===== config.mk =====
export PLATFORM = sky130hd
export DESIGN_NAME = grant_scheduler
export DESIGN_NICKNAME = d
export VERILOG_FILES = /design/src/rtl/grant_scheduler.sv
export SDC_FILE = /design/constraint.sdc
export NUM_CORES = 1
export LEC_CHECK = 0
export ABC_AREA = 1
export BUFFER_PORTS_ARGS = -buffer_cell sky130_fd_sc_hd__buf_2
export CAP_MARGIN = 20
export CORE_MARGIN = 5
export CORE_UTILIZATION = 43
export DETAILED_ROUTE_END_ITERATION = 7
export PLACE_DENSITY = 0.73
export SLEW_MARGIN = 20
export SYNTH_ARGS = -nofsm -noshare
export SYNTH_HDL_FRONTEND = slang
export SYNTH_SLANG_ARGS = --single-unit

===== constraint.sdc =====
create_clock -name clk -period 0.9 [get_ports clk]
set_input_delay 0.045 -clock clk [delete_from_list [all_inputs] [get_ports clk]]
set_output_delay 0.045 -clock clk [all_outputs]
set_load 0.03 [all_outputs]

===== src/rtl/grant_scheduler.sv =====
// Pending-request scheduler: captures request pulses, then serves one requester at a time
// with a registered one-hot grant held until ack. Define GRANT_SCHEDULER_RR_EN for rotating priority.
module grant_scheduler #(
   parameter int N  = 8,
   parameter int IW = $clog2(N)
) (
   input  logic          clk,
   input  logic          reset,
   input  logic [N-1:0]  req,
   input  logic          ack,
   output logic [N-1:0]  gnt,
   output logic [IW-1:0] gnt_idx,
   output logic          gnt_valid,
   output logic [N-1:0]  pending,
   output logic          busy
);

   typedef enum logic [0:0] {
      S_IDLE  = 1'b0,
      S_GRANT = 1'b1
   } state_t;

   state_t         state_q;
   logic [N-1:0]   gnt_q;
   logic [IW-1:0]  gnt_idx_q;
   logic           gnt_valid_q;
   logic [N-1:0]   pending_q;
   logic [N-1:0]   pending_d;
   logic [N-1:0]   clr;
   logic           win_hit;
   logic [IW-1:0]  win_idx;
   logic [N-1:0]   win_onehot;

`ifdef GRANT_SCHEDULER_RR_EN
   logic [IW-1:0]  last_q;
   logic [IW-1:0]  rr_pos;
`endif

   // Pending capture: acknowledged grant clears its bit, a coincident request re-sets it
   always_comb begin
      clr = {N{1'b0}};
      if ((state_q == S_GRANT) && ack) begin
         clr = gnt_q;
      end else begin
         clr = {N{1'b0}};
      end
      pending_d = (pending_q & ~clr) | req;
   end

`ifdef GRANT_SCHEDULER_RR_EN
   // Rotating search: start just below the last served index and walk downward with wrap;
   // the loop runs from farthest to nearest so the nearest hit is assigned last
   always_comb begin
      win_hit = 1'b0;
      win_idx = {IW{1'b0}};
      rr_pos  = {IW{1'b0}};
      for (int k = N - 1; k >= 0; k--) begin
         rr_pos = last_q - IW'(1) - IW'(k);
         if (pending_q[rr_pos]) begin
            win_hit = 1'b1;
            win_idx = rr_pos;
         end else begin
            win_hit = win_hit;
         end
      end
   end
`else
   // Fixed priority: the highest set pending bit wins (later iterations override)
   always_comb begin
      win_hit = 1'b0;
      win_idx = {IW{1'b0}};
      for (int i = 0; i < N; i++) begin
         if (pending_q[i]) begin
            win_hit = 1'b1;
            win_idx = IW'(i);
         end else begin
            win_hit = win_hit;
         end
      end
   end
`endif

   assign win_onehot = {{(N-1){1'b0}}, 1'b1} << win_idx;

   // Grant FSM with registered grant outputs and pending register
   always_ff @(posedge clk) begin
      if (reset) begin
         state_q     <= S_IDLE;
         gnt_q       <= {N{1'b0}};
         gnt_idx_q   <= {IW{1'b0}};
         gnt_valid_q <= 1'b0;
         pending_q   <= {N{1'b0}};
`ifdef GRANT_SCHEDULER_RR_EN
         last_q      <= {IW{1'b0}};
`endif
      end else begin
         pending_q <= pending_d;
         case (state_q)
            S_IDLE: begin
               if (win_hit) begin
                  gnt_q       <= win_onehot;
                  gnt_idx_q   <= win_idx;
                  gnt_valid_q <= 1'b1;
                  state_q     <= S_GRANT;
               end else begin
                  gnt_q       <= {N{1'b0}};
                  gnt_idx_q   <= {IW{1'b0}};
                  gnt_valid_q <= 1'b0;
                  state_q     <= S_IDLE;
               end
            end
            S_GRANT: begin
               if (ack) begin
                  gnt_q       <= {N{1'b0}};
                  gnt_idx_q   <= {IW{1'b0}};
                  gnt_valid_q <= 1'b0;
                  state_q     <= S_IDLE;
`ifdef GRANT_SCHEDULER_RR_EN
                  last_q      <= gnt_idx_q;
`endif
               end else begin
                  gnt_q       <= gnt_q;
                  gnt_idx_q   <= gnt_idx_q;
                  gnt_valid_q <= gnt_valid_q;
                  state_q     <= S_GRANT;
               end
            end
            default: begin
               gnt_q       <= {N{1'b0}};
               gnt_idx_q   <= {IW{1'b0}};
               gnt_valid_q <= 1'b0;
               state_q     <= S_IDLE;
            end
         endcase
      end
   end

   assign gnt       = gnt_q;
   assign gnt_idx   = gnt_idx_q;
   assign gnt_valid = gnt_valid_q;
   assign pending   = pending_q;
   assign busy      = gnt_valid_q | (|pending_q);

endmodule


# [Word level (Yosys, flattened, before mapping)]
# Index checks and enable logic that the tools add are counted.
[op_classes] eq_ne=1 n_shift=1 mux=27 n_bitwise=5 n_reduce_logical=2
[ops] op="two-way mux 3 bit" n=8
[ops] op="two-way mux 8 bit" n=3
[ops] op="one-hot mux 8 bit (2 select lines)" n=1
[ops] op="two-way mux 1 bit" n=12
[ops] op="bitwise AND 8 bit" n=1
[ops] op="NOT 8 bit" n=1
[ops] op="bitwise OR 8 bit" n=1
[ops] op="OR reduction 8 bit" n=1
[ops] op="left shift 1 x 3 -> 8 bit (first input constant)" n=1
[ops] op="one-hot mux 3 bit (2 select lines)" n=1
[ops] op="one-hot mux 1 bit (2 select lines)" n=2
[ops] op="inequality test 2 bit (second input constant)" n=1
[ops] op="logical AND 1 bit" n=1
[ops] op="NOT 1 bit" n=1
[ops] op="bitwise OR 1 bit" n=1
[totals] regBits=21 input_bits=11 output_inout_bits=21 wordCells=41

# [Longest topological paths before layout]
# Gate-level depths: netlist of the first run.
[logic_depth] ltp_word=10 depth_mapped=9 ltp_nobuf=9

# [Worst setup path before layout of the first run]
# No wires, ideal clock.
[synth_timing] path_kind="register to register" startpoint="reg pending_q[5], in the netlist pending[5]" endpoint="reg gnt_q[4], in the netlist gnt[4]" setup_ps=68 t_arrival_ps=1167 required_ps=832 setup_slack_ps=-335 path_stages_with_launch=9 n_path_buf=0 period_less_slack_ps=1235 path_cell_list="dfxtp_1 -> inv_2 -> nand2_4 -> nor2_2 -> nor2_4 -> inv_4 -> nor2_4 -> nand2_1 -> a21oi_2"
[synth_via] elab_chain_len=6 word_cells_on_any_way=9 classes_between="shift: 1; mux: 8"
[synth_rtl] element="start: declaration" line="27" rtl="logic [N-1:0] pending_q;"
[synth_rtl] element="start signal: assignment" line="92" rtl="pending_q <= {N{1'b0}};"
[synth_rtl] element="start signal: assignment" line="97" rtl="pending_q <= pending_d;"
[synth_rtl] element="two-way mux 3 bit (3 in series)" line="73" rtl="if (pending_q[i]) begin"
[synth_rtl] element="left shift 1 x 3 -> 8 bit" line="83" rtl="assign win_onehot = {{(N-1){1'b0}}, 1'b1} << win_idx;"
[synth_rtl] element="two-way mux 8 bit *" line="100" rtl="if (win_hit) begin"
[synth_rtl] element="one-hot mux 8 bit (2 select lines) *" line="98" rtl="case (state_q)"
[synth_rtl] element="end signal: assignment" line="89" rtl="gnt_q <= {N{1'b0}};"
[synth_rtl] element="end signal: assignment" line="101" rtl="gnt_q <= win_onehot;"
[synth_rtl] element="end signal: assignment" line="106" rtl="gnt_q <= {N{1'b0}};"
[synth_rtl] element="end: declaration" line="24" rtl="logic [N-1:0] gnt_q;"
# Mark *: on every way between the ends. The rest lies on a longest branch, timed or not.
# A chain may end at the register's enable or synchronous reset.

# [Worst setup path in the final report of the first run]
[layout_timing] startpoint="reg pending_q[7], in the netlist pending[7]" endpoint="out busy"
[layout_via] elab_chain_len=2
[layout_rtl] element="OR reduction 8 bit" line="142" rtl="assign busy = gnt_valid_q | (|pending_q);"
[layout_rtl] element="bitwise OR 1 bit" line="142"
[layout_rtl] element="end: declaration" line="15" rtl="output logic busy"
# No other way between the ends.

==> results.json, run 1 <==
{
  "status": "finished with violations",
  "failed_checks": "setup timing",
  "drv_cap": 0,
  "rsz0062_at_grt": "true",
  "p_leak_nw": 0.747,
  "worstPathRequired_ps": 850,
  "worst-setup-path-type": "register to output port",
  "place_inst": 182,
  "top_level_ports": 32,
  "ys_seq_elements": 21,
  "design.die.area_um2": 3230,
  "syn-num-nets": 127,
  "finalHoldViolCount": 0,
  "routed_wirelength_mm": 3.06,
  "path_max_fanout": 2,
  "finalNetCount": 197,
  "ys_top_cells_by_area": "dfxtp_1 (45%), a21oi_1 (10%), nand2_1 (8.8%), nand3_1 (6.4%), nor2_8 (4.2%)",
  "gp_congestion": 0.751,
  "dr.pass1.iters": 4,
  "portBuffers": 31,
  "ys_types": 21,
  "ant_nets": 0,
  "crit_arrival_ps": 1380,
  "final_cell_mix": "buf_4 (28), buf_6 (22), nand2_1 (17)",
  "num_vias": 1056,
  "yosysTopAreaCellShare_pct": 44.6,
  "synth-seq-area-share_pct": 44.6,
  "drtIter0Drc": 16,
  "period_needed_ps": 1420,
  "grt_pass1_vias": 1001,
  "worst_slew_pin_slew_ps": 454,
  "antenna_found_initial": 0,
  "overflow": 0,
  "end_kind": "output port",
  "root_buffer": "clkbuf_4",
  "finClkSkew_ps": 1.10,
  "htree_levels": 1,
  "area_growth_pct": 86.5,
  "avgSynthCellArea_um2": 8.12,
  "fin_crit_sh_pct": 158,
  "max_slew_margin_pct": 69.8,
  "start_kind": "register",
  "power_density_nw_per_um2": 1340,
  "row_count": 17,
  "final_common_cell": "buf_4",
  "total_power_w": 0.00236,
  "wl_per_cell_um": 14.4,
  "setup_viol": 26,
  "ir_drop_v": 0.00115,
  "hp-class": "input port to register",
  "die_y_um": 56.8,
  "synthCells": 116,
  "drive_gt1_share_pct": 73.5,
  "max_freq_mhz": 703,
  "diodes": 0,
  "fill_cells": 133,
  "start_util_pct": 43.9,
  "grt_max_degree": 22,
  "yosys_warnings": 0,
  "clock_latency_ps": 310,
  "viasPerCell": 4.96,
  "cts_max_path_buffers": 2,
  "final.setup.worst_slack_ps": -522,
  "core_um2": 2150,
  "grt_usage_pct": 17.8,
  "die_w_um": 56.8,
  "cts_tree": "yes",
  "cts_buffers": 3,
  "grt_first_pass_wirelength_mm": 4.48,
  "clk_pin_slew_ps": 110,
  "final_cells": 213,
  "post-route-util_pct": 81.8,
  "synth_area_um2": 942,
  "finalMaxSlewViolations": 0,
  "dp_hpwl_mm": 1.72,
  "yosysTopAreaCell": "dfxtp_1",
  "drc": 0,
  "cts.sinks": 21
}
where the power goes:
group,switching [W],leakage [nW],internal [W]
clock,0.000291,0.0150,0.000173
sequential,0.0000715,0.182,0.000992
combinational,0.000450,0.549,0.000383
total,0.000812,0.747,0.00155
kinds of logic after synthesis:
kind of cell | after synthesis | share of synthesized area [%]
compound gates | 21 | 12.0
buf+inv | 15 | 8.37
simple gates | 59 | 35.1
flops | 21 | 44.6
worst max-delay path, cell delays in order, from the launching register on:
cell	delay, ps
dfxtp_4	370
inv_4	60
nand2_4	70
nor2_8	120
nand3_2	80
or2_4	240
buf_6	140
repair_timing:
action / CTS / global route
setup endpoints to repair: 41 / 37
gates resized for setup: 58 / 27
hold buffers: 8 / 0
endpoints found under the hold margin: 8 / 0
pin swaps: 21 / 16
setup buffers: 9 / 10
gates cloned: 1 / 0
per-stage QoR:
stage	setup WS (ps)	cell area, µm²	setup TNS (ps)	hold slack, ps
floorplan	-163	997	-1540	114
global placement	-210	1240	-2990	251
detailed placement	-230	1240	-3450	254
CTS	-500	1600	-4100	126
global route	-581	1760	-6170	158
finish	-522	1760	-4810	146
Yosys cell counts:
| cell type | n |
|---|---|
| inv_4 | 2 |
| nand2_2 | 2 |
| nor2_2 | 2 |
| nand2_1 | 22 |
| nand3_2 | 1 |
| nor2_1 | 10 |
| a21oi_1 | 19 |
| nor2_4 | 3 |
| nand2_4 | 2 |
| nor2_8 | 2 |
| dfxtp_1 | 21 |
| nand4_1 | 2 |
| buf_2 | 1 |
| or2_1 | 1 |
| nand3_1 | 12 |
| a21oi_2 | 2 |
| clkbuf_1 | 2 |
| inv_1 | 2 |
| clkinv_2 | 1 |
| buf_6 | 2 |
| inv_2 | 5 |
sequential cells by signal, summed over array words and instances (netlist names):
register and count:
gnt 8, gnt_idx 3, gnt_valid 1, state_q 1, pending 8
area by class of cell:
type | instances | area [µm²] | area share [%]
inverters | 10 | 56.3 | 3.21
multi-input cells | 81 | 582 | 33.1
clock buffers | 4 | 26.3 | 1.50
well taps | 28 | 35.0 | 1.99
repair buffers | 69 | 593 | 33.8
flip-flops and latches | 21 | 464 | 26.4
routing by layer:
| layer | wire length (µm) | GRT usage [%] | vias up |
|---|---|---|---|
| li1 | - | - | 521 |
| met1 | 1270 | 21.5 | 501 |
| met2 | 1580 | 31.4 | 29 |
| met3 | 166 | 3.22 | 5 |
| met4 | 40 | 5.96 | 0 |
| met5 | 0 | 0 | - |
worst paths after layout:
| check | startpoint | to | slack (ps) | depth (start not counted) |
|---|---|---|---|---|
| worst max-delay path | pending[7] | busy | -520 | 6 |
| worst max register to register | pending[7] | gnt_valid | -390 | 9 |
| worst min-delay path | reset | pending[5] | 150 | 2 |
| worst min register to register | gnt[2] | gnt[2] | 490 | 2 |
Power figures use the tool's default switching activity.
==> run 2: changes to the inputs <==
- ABC_AREA: 1 -> unset
- CORE_UTILIZATION: 43 -> 42
==> results.json, run 2 <==
{
  "yosysTopAreaCellShare_pct": 49.6,
  "cts_buffers": 3,
  "crit_slowest_cell": "dfxtp_4",
  "p_leak_nw": 0.773,
  "antenna_found_initial": 0,
  "finClkSkew_ps": 17.7,
  "ys_top_cells_by_area": "dfxtp_1 (50%), a21oi_1 (8.9%), nor2_1 (8.4%), nand2_1 (4.9%), nand3_1 (4.1%)",
  "rsz0062_at_grt": "true",
  "ir_drop_v": 0.00134,
  "drc": 0,
  "die_y_um": 54.9,
  "path_max_fanout": 4,
  "yosysTopAreaCell": "dfxtp_1",
  "crit_arrival_ps": 1490,
  "fin_crit_sh_pct": 171,
  "grt_pass1_vias": 1011,
  "dp_hpwl_mm": 1.78,
  "register_area_um2": 472,
  "root_buffer": "clkbuf_4",
  "multiInputGateArea_um2": 562,
  "max_freq_mhz": 650,
  "top_level_ports": 32,
  "synth_area_um2": 847,
  "final.setup.worst_slack_ps": -638,
  "cts_max_path_buffers": 2,
  "clock_latency_ps": 320,
  "status": "finished with violations",
  "viasPerCell": 5.47,
  "pre_cts_slack_ps": -334,
  "finalHoldViolCount": 0,
  "cts.sinks": 21,
  "path_depth": 4,
  "portBuffers": 31,
  "ant_nets": 0,
  "dr.pass1.iters": 6,
  "cts_tree": "yes",
  "worst-setup-path-type": "register to output port",
  "synthCells": 102,
  "ys_seq_elements": 21,
  "period_needed_ps": 1540,
  "worstRegToRegCells": 6,
  "start_kind": "register",
  "drtIter0Drc": 26,
  "ys_types": 23,
  "fill_cells": 78,
  "clk_pin_slew_ps": 140,
  "routed_wirelength_mm": 3.84,
  "grt_first_pass_wirelength_mm": 4.86,
  "end_kind": "output port",
  "hp-class": "input port to register",
  "start_util_pct": 43.6,
  "core_um2": 1940,
  "drive_gt1_share_pct": 71.6,
  "worst_slew_pin_slew_ps": 514,
  "place_area_um2": 1180,
  "setup_viol": 30,
  "num_vias": 1110,
  "setup-tns-final_ps": -5850,
  "cp_cell_sequence": "nor4_4 > nand3_2 > or2_4 > buf_6",
  "max_stage_delay_ps": 390,
  "gp_congestion": 0.824,
  "overflow": 0,
  "failed_checks": "setup timing",
  "cpLargestDelayFamily": "simple AND/OR/NAND/NOR gates",
  "power_density_nw_per_um2": 1310,
  "design.die.area_um2": 3020,
  "htree_levels": 1,
  "final_cell_mix": "buf_6 (28), buf_4 (28), nor2_1 (13)",
  "syn-num-nets": 113,
  "diodes": 0,
  "row_count": 16,
  "die_w_um": 54.9,
  "max_slew_margin_pct": 65.4,
  "finalNetCount": 188,
  "synth_edf_count": 0,
  "worstHoldPathCells": 4,
  "drv_cap": 0,
  "synthFlopType": "dfxtp_1",
  "netlist_top_cells_count": "dfxtp_1 (21), nor2_1 (19), a21oi_1 (15)",
  "grt_usage_pct": 22.7,
  "yosys_warnings": 0,
  "grt_max_degree": 17,
  "total_power_w": 0.00231,
  "async_flop_share_pct": 0,
  "synth_most_common_cell": "dfxtp_1",
  "final_cell_area_um2": 1760,
  "area_growth_pct": 108,
  "finalMaxSlewViolations": 0,
  "avgSynthCellArea_um2": 8.30,
  "wl_per_cell_um": 18.9,
  "worstPathRequired_ps": 850,
  "path_buf_inv": 1,
  "synth-seq-area-share_pct": 49.6
}
==> run 2: changes by cell type after synthesis, moves of 3 or more <==
cell     previous run  this run
a21oi_1            19        15
nand2_1            22        11
nor2_4              3         0
buf_2               1         4
o31ai_1             0         3
inv_2               5         0
nor2_1             10        19
nand3_1            12         7
==> run 2: layer usage <==
layer | global-route usage [%] | part of all wire [%] | up-vias | routed length [µm]
met5 | 0 | 0 | - | 0
met4 | 10.5 | 4.3 | 0 | 166
met3 | 3.49 | 7.5 | 18 | 287
met2 | 37.6 | 50 | 62 | 1920
met1 | 28.7 | 38 | 531 | 1460
li1 | - | - | 499 | -
==> run 2: final cells by class <==
| type | count | area share (%) |
|---|---|---|
| well taps | 27 | 1.92 |
| repair buffers | 74 | 37.2 |
| multi-input cells | 74 | 31.9 |
| clock inverters | 1 | 0.284 |
| clock buffers | 3 | 1.28 |
| inverters | 3 | 0.639 |
| flip-flops and latches | 21 | 26.8 |
==> run 2: cells by family after synthesis <==
group                  synth area share (%)
and+or+nand+nor                        26.7
AOI/OAI and AO/OA                      19.5
DFF                                    49.6
buffers and inverters                  4.14
==> run 2: metrics by stage <==
stage	std cells	hold WS (ps)	utilization [%]
after global routing	203	124	90.7
after detailed placement	173	258	60.8
after CTS	192	89.1	79.5
after global placement	173	250	60.8
final	203	111	90.7
after floorplan	102	161	-
==> run 2: worst paths after layout <==
path / startpoint / end / slack [ps]
hold reg to reg: gnt_idx[1] / gnt_idx[1] / 500
hold / removal: reset / gnt[1] / 110
setup / recovery: pending[6] / busy / -640
setup reg to reg: pending[6] / gnt_valid / -440
==> run 2: power breakdown <==
| group | internal [W] | leakage, nW | switching (W) |
|---|---|---|---|
| clock network | 0.000166 | 0.0177 | 0.000314 |
| registers | 0.000978 | 0.183 | 0.0000685 |
| logic | 0.000380 | 0.573 | 0.000400 |
| total | 0.00152 | 0.773 | 0.000782 |
==> run 2: worst min-delay path, delay by kind of cell <==
kind                   cells  cell delay [ps]
AND/OR/NAND/NOR            2              190
buffers and inverters      1              110
AO/OA/AOI/OAI              1               70
==> run 2: timing repair <==
item,4_1_cts,5_1_grt
pin swaps,12,21
endpoints found under the setup margin,41,39
gates cloned,1,0
gates resized for setup,67,44
hold buffers,8,0
hold endpoints to repair,8,0
buffers inserted,7,16
